**src/rtl/h14tx_island_assembler.sv**
```systemverilog
// HDMI 1.4 data-island assembler: queues packets and serialises N per island as TERC4
// pre-encode chunks, with on-the-fly BCH parity and null-packet padding.
package h14tx_pkg;
    typedef struct packed {
        logic [23:0]      header;
        logic [0:3][55:0] sub;
    } packet_t;
endpackage

module h14tx_island_assembler
    import h14tx_pkg::*;
#(
    parameter  int FIFO_DEPTH = 4,
    parameter  int MAX_PKTS   = 18,
    localparam int NPW        = $clog2(MAX_PKTS + 1)
) (
    input  logic           clk,
    input  logic           rst,
    input  logic           i_pkt_valid,
    input  packet_t        i_pkt,
    output logic           o_pkt_ready,
    input  logic           i_island_go,
    input  logic [NPW-1:0] i_island_npkt,
    output logic           o_busy,
    output logic           o_chunk_valid,
    output logic [8:0]     o_chunk,
    output logic [4:0]     o_counter,
    output logic           o_pkt_first,
    output logic           o_island_last
);
    localparam int AW = $clog2(FIFO_DEPTH);
    localparam int CW = AW + 1;

    typedef enum logic {S_IDLE, S_SEND} state_t;

    // One serial step of g(x) = 1 + x^6 + x^7 + x^8, data LSB first.
    function automatic logic [7:0] bch_step(input logic [7:0] ecc, input logic d);
        return {1'b0, ecc[7:1]} ^ ({8{ecc[0] ^ d}} & 8'h83);
    endfunction

    state_t          r_state, w_state_next;
    packet_t         r_mem [FIFO_DEPTH];
    logic [AW-1:0]   r_wr_ptr, r_rd_ptr;
    logic [CW-1:0]   r_count, w_count_next;
    logic            r_ready;
    packet_t         r_pkt, w_cur;
    logic [7:0]      r_ecc_h, w_ecc_h, w_ecc_h_next;
    logic [3:0][7:0] r_ecc_s, w_ecc_s, w_ecc_s_next;
    logic [NPW-1:0]  r_pidx, w_pidx_next, r_npkt, w_npkt_next, w_npkt_clamp;
    logic [4:0]      r_counter, w_cnt_next;
    logic [8:0]      r_chunk, w_chunk_next;
    logic            r_busy, r_chunk_valid, r_pkt_first, r_island_last;
    logic            w_advance, w_load, w_push, w_pop, w_empty, w_last_next;
    logic [3:0]      w_lo, w_hi;

    assign w_empty = (r_count == '0);
    assign w_push  = i_pkt_valid && r_ready;
    assign w_pop   = w_load && !w_empty;

    // NOTE: every signal written here gets a default first, so no path can infer a latch.
    always_comb begin
        w_state_next = r_state;
        w_advance    = 1'b0;
        w_load       = 1'b0;
        w_cnt_next   = r_counter + 5'd1;
        w_pidx_next  = r_pidx;
        w_npkt_next  = r_npkt;
        w_npkt_clamp = (i_island_npkt > NPW'(MAX_PKTS)) ? NPW'(MAX_PKTS) : i_island_npkt;
        case (r_state)
            S_IDLE: begin
                if (i_island_go && (w_npkt_clamp != '0)) begin
                    w_state_next = S_SEND;
                    w_advance    = 1'b1;
                    w_load       = 1'b1;
                    w_cnt_next   = '0;
                    w_pidx_next  = '0;
                    w_npkt_next  = w_npkt_clamp;
                end
            end
            S_SEND: begin
                if (r_island_last) begin
                    w_state_next = S_IDLE;
                end else begin
                    w_advance = 1'b1;
                    if (r_counter == 5'd31) begin
                        w_load      = 1'b1;
                        w_pidx_next = r_pidx + NPW'(1);
                    end
                end
            end
            default: w_state_next = S_IDLE;
        endcase
        w_last_next = w_advance && (w_cnt_next == 5'd31) && (w_pidx_next == w_npkt_next - NPW'(1));
    end

    // Chunk for the counter about to be emitted; parity state covers all earlier bits.
    always_comb begin
        w_cur   = w_load ? (w_empty ? '0 : r_mem[r_rd_ptr]) : r_pkt;
        w_ecc_h = w_load ? '0 : r_ecc_h;
        w_ecc_s = w_load ? '0 : r_ecc_s;
        w_ecc_h_next = w_ecc_h;
        w_ecc_s_next = w_ecc_s;
        w_lo = '0;
        w_hi = '0;
        w_chunk_next = '0;
        if (w_cnt_next < 5'd24) begin
            w_chunk_next[0] = w_cur.header[w_cnt_next];
            w_ecc_h_next    = bch_step(w_ecc_h, w_cur.header[w_cnt_next]);
        end else begin
            w_chunk_next[0] = w_ecc_h[w_cnt_next[2:0]];
        end
        for (int k = 0; k < 4; k++) begin
            if (w_cnt_next < 5'd28) begin
                w_lo[k] = w_cur.sub[k][{w_cnt_next, 1'b0}];
                w_hi[k] = w_cur.sub[k][{w_cnt_next, 1'b1}];
                w_ecc_s_next[k] = bch_step(bch_step(w_ecc_s[k], w_lo[k]), w_hi[k]);
            end else begin
                w_lo[k] = w_ecc_s[k][{w_cnt_next[1:0], 1'b0}];
                w_hi[k] = w_ecc_s[k][{w_cnt_next[1:0], 1'b1}];
            end
        end
        w_chunk_next[4:1] = w_lo;
        w_chunk_next[8:5] = w_hi;
    end

    assign w_count_next = r_count + CW'(w_push) - CW'(w_pop);

    // NOTE: payload storage is not reset; the pointers and count alone define what is valid.
    always_ff @(posedge clk) begin
        if (w_push) r_mem[r_wr_ptr] <= i_pkt;
    end

    // NOTE: sequential state uses non-blocking assignments so every register samples pre-edge values.
    always_ff @(posedge clk or posedge rst) begin
        if (rst) begin
            r_state       <= S_IDLE;
            r_wr_ptr      <= '0;
            r_rd_ptr      <= '0;
            r_count       <= '0;
            r_ready       <= 1'b0;
            r_pkt         <= '0;
            r_ecc_h       <= '0;
            r_ecc_s       <= '0;
            r_pidx        <= '0;
            r_npkt        <= '0;
            r_counter     <= '0;
            r_chunk       <= '0;
            r_busy        <= 1'b0;
            r_chunk_valid <= 1'b0;
            r_pkt_first   <= 1'b0;
            r_island_last <= 1'b0;
        end else begin
            r_state       <= w_state_next;
            r_count       <= w_count_next;
            r_ready       <= (w_count_next != CW'(FIFO_DEPTH));
            if (w_push) r_wr_ptr <= r_wr_ptr + AW'(1);
            if (w_pop)  r_rd_ptr <= r_rd_ptr + AW'(1);
            if (w_advance) begin
                r_pkt   <= w_cur;
                r_ecc_h <= w_ecc_h_next;
                r_ecc_s <= w_ecc_s_next;
                r_pidx  <= w_pidx_next;
                r_npkt  <= w_npkt_next;
            end
            r_busy        <= w_advance;
            r_chunk_valid <= w_advance;
            r_chunk       <= w_advance ? w_chunk_next : '0;
            r_counter     <= w_advance ? w_cnt_next : '0;
            r_pkt_first   <= w_advance && (w_cnt_next == 5'd0);
            r_island_last <= w_last_next;
        end
    end

    assign o_pkt_ready   = r_ready;
    assign o_busy        = r_busy;
    assign o_chunk_valid = r_chunk_valid;
    assign o_chunk       = r_chunk;
    assign o_counter     = r_counter;
    assign o_pkt_first   = r_pkt_first;
    assign o_island_last = r_island_last;
endmodule
```
**config.mk**
```make
export PLATFORM = sky130hd
export DESIGN_NAME = h14tx_island_assembler
export DESIGN_NICKNAME = d
export VERILOG_FILES = /design/src/rtl/h14tx_island_assembler.sv
export SDC_FILE = /design/constraint.sdc
export NUM_CORES = 2
export LEC_CHECK = 0
export CORE_MARGIN = 4
export CORE_UTILIZATION = 35
export DETAILED_ROUTE_END_ITERATION = 16
export RECOVER_POWER = 25
export SLEW_MARGIN = 25
export SYNTH_ARGS = -nofsm -noshare
export SYNTH_HDL_FRONTEND = slang
export SYNTH_SLANG_ARGS = --single-unit
```
**constraint.sdc**
```tcl
create_clock -name clk -period 16.8 [get_ports clk]
set_clock_uncertainty 0.15 [all_clocks]
set_input_delay 3.36 -clock clk [delete_from_list [all_inputs] [get_ports clk]]
set_output_delay 3.36 -clock clk [all_outputs]
set_load 0.05 [all_outputs]
```
# After elaboration in Yosys (flattened, before gate mapping)
# Memory sizes are Yosys's and may differ from the RTL's.
# Index checks and enable logic that the tools add are counted.
dict set report totals {
  register_bits 323
  mem_bits_rw 992
  in_bits 257
  out_inout_bits 19
  elab_cells 144
  mem_count 1
}
# name depth width read_ports rd_clocked_by_memory_dff write_ports line
set memory_table {}
lappend memory_table {r_mem 4 248 1 0 1 42} ;# packet_t r_mem [FIFO_DEPTH];
dict set report op_classes {
  n_addsub 7
  order_cmp 9
  n_eq_ne 4
  mux 73
  n_bitwise 19
  n_reduce_logical 10
}
# cell count
set ops {}
lappend ops {{2-to-1 mux 248 bit} 2}
lappend ops {{bitwise XOR 7 x 8 -> 8 bit} 9}
lappend ops {{2-to-1 mux 8 bit} 6}
lappend ops {{binary-select mux 1 bit (select 5 bit)} 9}
lappend ops {{2-to-1 mux 5 bit} 9}
lappend ops {{2-to-1 mux 1 bit} 33}
lappend ops {{2-to-1 mux 32 bit} 1}
lappend ops {{binary-select mux 1 bit (select 2 bit)} 8}
lappend ops {{less-than comparator 6 x 7 -> 1 bit, second input constant} 2}
lappend ops {{less-than comparator 3 x 4 -> 1 bit, second input constant} 3}
lappend ops {{adder 5 x 1 -> 5 bit, second input constant} 2}
lappend ops {{== test 5 bit, second input constant} 2}
lappend ops {{less-than comparator 5 bit, second input constant} 2}
lappend ops {{one-hot mux 5 bit (2 select lines)} 1}
lappend ops {{2-to-1 mux 9 bit} 1}
lappend ops {{bitwise XOR 1 bit} 9}
lappend ops {{logical AND 1 bit} 6}
lappend ops {{less-than comparator 5 x 6 -> 1 bit, second input constant} 1}
lappend ops {{== test 5 bit} 1}
lappend ops {{greater-than comparator 5 bit, second input constant} 1}
lappend ops {{logical NOT 5 bit} 1}
lappend ops {{nonzero test 5 bit} 1}
lappend ops {{subtractor 5 x 1 -> 5 bit, second input constant} 1}
lappend ops {{adder 2 x 1 -> 2 bit, second input constant} 2}
lappend ops {{8 further kinds} 9}

# Logic depth before layout (Yosys ltp)
dict set report logic_depth {
  word_depth 14
  depth_mapped 20
}

# Worst setup path after synthesis
# Ideal clock, no wire load.
dict set report synth_path {
  path_type {input port to flip-flop}
  start {in i_pkt_valid}
  end {mem r_mem[2][0] (netlist bit) (enable)}
  setup_ns 0.642
  arrival_ns 9.062
  required_time_ns 16.008
  path_slack_ns 6.947
  cell_stages 1
  path_cell_list {and3_1}
}
dict set report synth_between {
  elab_chain_len 3
}
# item line
set synth_rtl {}
lappend synth_rtl {{start, declared} 19} ;# input logic i_pkt_valid,
lappend synth_rtl {{logical AND 1 bit} 57} ;# assign w_push = i_pkt_valid && r_ready;
lappend synth_rtl {{2-to-1 mux 1 bit} 130} ;# if (w_push) r_mem[r_wr_ptr] <= i_pkt;
lappend synth_rtl {{2-to-1 mux 1 bit (not written as such)} 130}
lappend synth_rtl {{end, declared} 42}
# No other way between the ends.

# Worst setup path in the final report
dict set report layout_path {
  start {in i_island_npkt[4]}
  end {reg r_ecc_s[25] (netlist bit)}
}
dict set report layout_between {
  elab_chain_len 14
  elab_cells_between_ends 21
  classes_between {order compare (2); mux (13); bitwise (4); reduce/logical (2)}
}
# item line
set layout_rtl {}
lappend layout_rtl {{start, declared} 23} ;# input logic [NPW-1:0] i_island_npkt,
lappend layout_rtl {{greater-than comparator 5 bit} 68} ;# w_npkt_clamp = (i_island_npkt > NPW'(MAX_PKTS)) ? NPW'(MAX_PKTS) : i_island_npkt;
lappend layout_rtl {{2-to-1 mux 5 bit *} 68}
lappend layout_rtl {{nonzero test 5 bit *} 71} ;# if (i_island_go && (w_npkt_clamp != '0)) begin
lappend layout_rtl {{logical AND 1 bit *} 71}
lappend layout_rtl {{2-to-1 mux 1 bit} 71}
lappend layout_rtl {{one-hot mux 1 bit (2 select lines)} 69} ;# case (r_state)
lappend layout_rtl {{2-to-1 mux 248 bit} 98} ;# w_cur = w_load ? (w_empty ? '0 : r_mem[r_rd_ptr]) : r_pkt;
lappend layout_rtl {{binary-select mux 1 bit (select 5 bit)} 114} ;# w_lo[k] = w_cur.sub[k][{w_cnt_next, 1'b0}];
lappend layout_rtl {{2-to-1 mux 1 bit (not written as such)} 114}
lappend layout_rtl {{bitwise XOR 1 bit} 38} ;# return {1'b0, ecc[7:1]} ^ ({8{ecc[0] ^ d}} & 8'h83);
lappend layout_rtl {{bitwise XOR 7 x 8 -> 8 bit} 38}
lappend layout_rtl {{bitwise XOR 1 bit} 38}
lappend layout_rtl {{bitwise XOR 7 x 8 -> 8 bit} 38}
lappend layout_rtl {{2-to-1 mux 8 bit} 113} ;# if (w_cnt_next < 5'd28) begin
lappend layout_rtl {{end signal, assigned} 161} ;# r_ecc_s <= w_ecc_s_next;
lappend layout_rtl {{end, declared} 48} ;# logic [3:0][7:0] r_ecc_s, w_ecc_s, w_ecc_s_next;
# Mark *: on every way between the ends. The rest lies on a longest branch, timed or not. The select of a mux whose other input is x is not followed.
# A chain may end at the register's enable or synchronous reset.

==> impl_results.md <==
- Die height: 391 um
- Mean post-synth cell area: 19.2 um2
- Leakage: 21.1 nW
- Internal: 7.83 mW
- WP data arrival: 8.50 ns
- Routed via count: 26900
- Worst EP required: 17.30 ns
- Max incr delay on CP: 0.81 ns
- Sequential power share: 0.400
- DRC: 0
- Post-place setup slack: 8.09 ns
- Net Switching: 3.90 mW
- Post-route setup TNS: 0 ns
- CTS sink cnt: 1315
- Switching share of power: 0.333
- Post-synth EDFFs: 992
- Clock tree buffer depth: 3
- PD cells: 193 nW/um2
- Outcome: complete, no violations
- First-pass GRT wire length: 197000 um
- Post-Syn Nets: 2934
- Register area: 37900 um2
- Crit-path cells: clkdlybuf4s50_1, or3_4, o22ai_4, buf_4, buf_12, buf_4, a22o_1, nor2_1, nor3_1, nor4_1, nor4_2, o31ai_2, xnor3_1, a22o_1
- Post-CTS setup buffer count: 0
- Seq/Total Area, Yosys: 0.738
- Largest net degree at the start of global routing: 184
- RSZ-0062 raised after global routing: false
- Synth Instances: 2666
- VDD IR max: 0.159 mV
- Drt via density: 5.38
- Critical path class: in -> reg
- Gr usage total: 0.178
- Final WS setup: 8.80 ns
- Antenna-violating nets left: 0
- Crit start category: input port
- Critical Path End Type: register
- HPWL Detailed: 85100 um
- Post-CTS resize count: 0
- FF+latch count, synth: 1315
- Cts bufs inserted: 138
- Vias in the first global route: 27200
- Final WL: 136000 um
- Setup violations, final: 0
- Synth async-reset ratio: 0.246
- Fmax: 125 MHz
- Proportion of layout cells with a drive suffix above 1: 0.180
- Fillers: 12800
- Finished Cell Area: 60700 um2
- Root Driver: clkbuf_16
- Synth Cell Area: 51300 um2
- Final hold vios: 0
- Ys Warns: 0
- Final GP Congestion: 0.779
- Maximum capacitance violations: 0
- First drt pass iteration count: 5
- Io pins: 276
- Area after DPL: 56000 um2
- Initial Util: 0.352
- CTS hold repair buffers: 0
- Yosys cell types: 89
- Post-DR wirelength/cell: 27.1 um
- Worst-margin pin slew: 1.12 ns
- Slowest-stage cell, CP: buf_4
- Worst min path class: reg -> reg
- Final Total Pwr: 11.7 mW
- Combinational share of power: 0.340
- Port Buffers: 275
- Top FF cell, synth: edfxtp_1
- Clk pwr share: 0.260
- CTS tree: done
- CORE AREA: 146000 um2
- FP Rows: 140
- Final nets: 3214
- Total grt overflow: 0
- Antenna violations before repair: 89
- Die Wd: 391 um
- Final Max Tran Viols: 0
- Tmin final: 8.00 ns
- Multi-input gate area: 12500 um2
- Fin crit share: 0.476
- Slew margin rel.: 0.245
- Area delta synth->final: 18.3%
- H-tree levels: 4
- Worst Path Max Fanout: 171
- Clk_lat worst skew: 0.77 ns
- Initial drt markers: 2555
- Die Area: 153000 um2
- Worst-path clk slew: 0.06 ns
## critical path, delay by kind of cell
kind	cells	cell delay, ns
AND/OR/NAND/NOR	5	1.42
buffers and inverters	4	2.51
AO/OA/AOI/OAI	4	0.84
XOR/XNOR	1	0.23
## cells in the mapped netlist (19+ instances only)
master,count,area (um2)
a21oi_1,29,145
a22o_1,270,2360
buf_2,56,280
buf_4,27,203
clkbuf_1,61,229
dfrtp_1,323,8080
edfxtp_1,992,29800
mux4_2,254,5720
nand2_1,92,345
nand2b_1,21,131
nand3_1,21,105
nor2_1,65,244
nor3_1,30,150
nor4_1,19,119
o211a_1,26,260
o21ai_0,38,190
xnor2_1,24,210
## area by class of cell
cell class | count | area share
well taps | 1917 | 0.0395
repair buffers | 317 | 0.0524
clock inverters | 69 | 0.0115
multi-input cells | 1160 | 0.206
inverters | 14 | 0.00122
flip-flops and latches | 1315 | 0.624
clock buffers | 185 | 0.0638
diodes | 31 | 0.00128
## worst paths after layout
path                       slack [ns]        startpoint  cells after the start          end
min                              0.32          r_pkt[9]                      2     r_pkt[9]
max reg2reg                     10.36      o_counter[0]                     16  r_ecc_s[25]
min reg2reg                      0.32          r_pkt[9]                      2     r_pkt[9]
max in group asynchronous       11.92               rst                      3    r_pkt[89]
max                              8.80  i_island_npkt[4]                     14  r_ecc_s[25]
min in group asynchronous        2.94               rst                      2    r_npkt[0]
## power by group through the flow
| stage | Sequential [mW] | Combinational, mW | Clock [mW] |
|---|---|---|---|
| floorplan | 4.80 | 2.70 | 0 |
| global placement | 4.73 | 4.01 | 0 |
| detailed placement | 4.74 | 4.04 | 0 |
| CTS | 4.69 | 4.05 | 3.12 |
| global route | 4.76 | 4.26 | 3.26 |
| finish | 4.69 | 3.99 | 3.05 |
## per-layer routing
metal	part of all wire	global-route usage	vias up
li1	-	-	11600
met1	0.44	0.246	14200
met2	0.46	0.271	901
met3	0.075	0.0575	262
met4	0.025	0.0490	22
met5	0.0012	0	-
## cell usage in the layout (no fill, tap or decap), types with 16 or more instances in the layout
| cell | instances |
|---|---|
| buf_4 | 32 |
| a22oi_1 | 17 |
| nand3_1 | 21 |
| edfxtp_1 | 992 |
| clkbuf_16 | 143 |
| nand2_1 | 91 |
| nor4_1 | 17 |
| o21ai_0 | 38 |
| clkinv_1 | 28 |
| dlygate4sd3_1 | 174 |
| clkinv_2 | 16 |
| a22o_1 | 268 |
| xnor2_1 | 23 |
| a21oi_1 | 29 |
| diode_2 | 31 |
| nand2b_1 | 21 |
| o211a_1 | 26 |
| nor2_1 | 64 |
| nor3_1 | 28 |
| mux4_2 | 254 |
| clkbuf_1 | 28 |
| dfrtp_1 | 321 |
| clkdlybuf4s50_1 | 101 |
## logic make-up after synthesis
logic type | synth area share
flip-flops | 0.738
AO/OA/AOI/OAI | 0.0863
AND/OR/NAND/NOR | 0.0278
multiplexers | 0.116
buffers and inverters | 0.0200
XOR/XNOR | 0.00929
adder cells (fa/ha/maj) | 0.00283
## flip-flops by register name (all words and copies together), names as in the netlist
name and cells:
o_island_last 1, r_ecc_s 32, r_ecc_h 8, o_counter 5, r_wr_ptr 2, r_npkt 5
r_pkt 248, o_chunk 9, o_pkt_ready 1, r_rd_ptr 2, o_chunk_valid 1, r_mem 992
r_count 3, r_pidx 5, o_pkt_first 1
## through the flow
stage | hold slack (ns) | util | instances
after floorplan | 0.282 | - | 2666
after global placement | 0.292 | 0.384 | 4722
after detailed placement | 0.301 | 0.384 | 4722
after CTS | 0.314 | 0.416 | 4976
after global routing | 0.351 | 0.416 | 4980
final | 0.317 | 0.417 | 5008
Note: power is estimated with default switching activity, not from simulation.
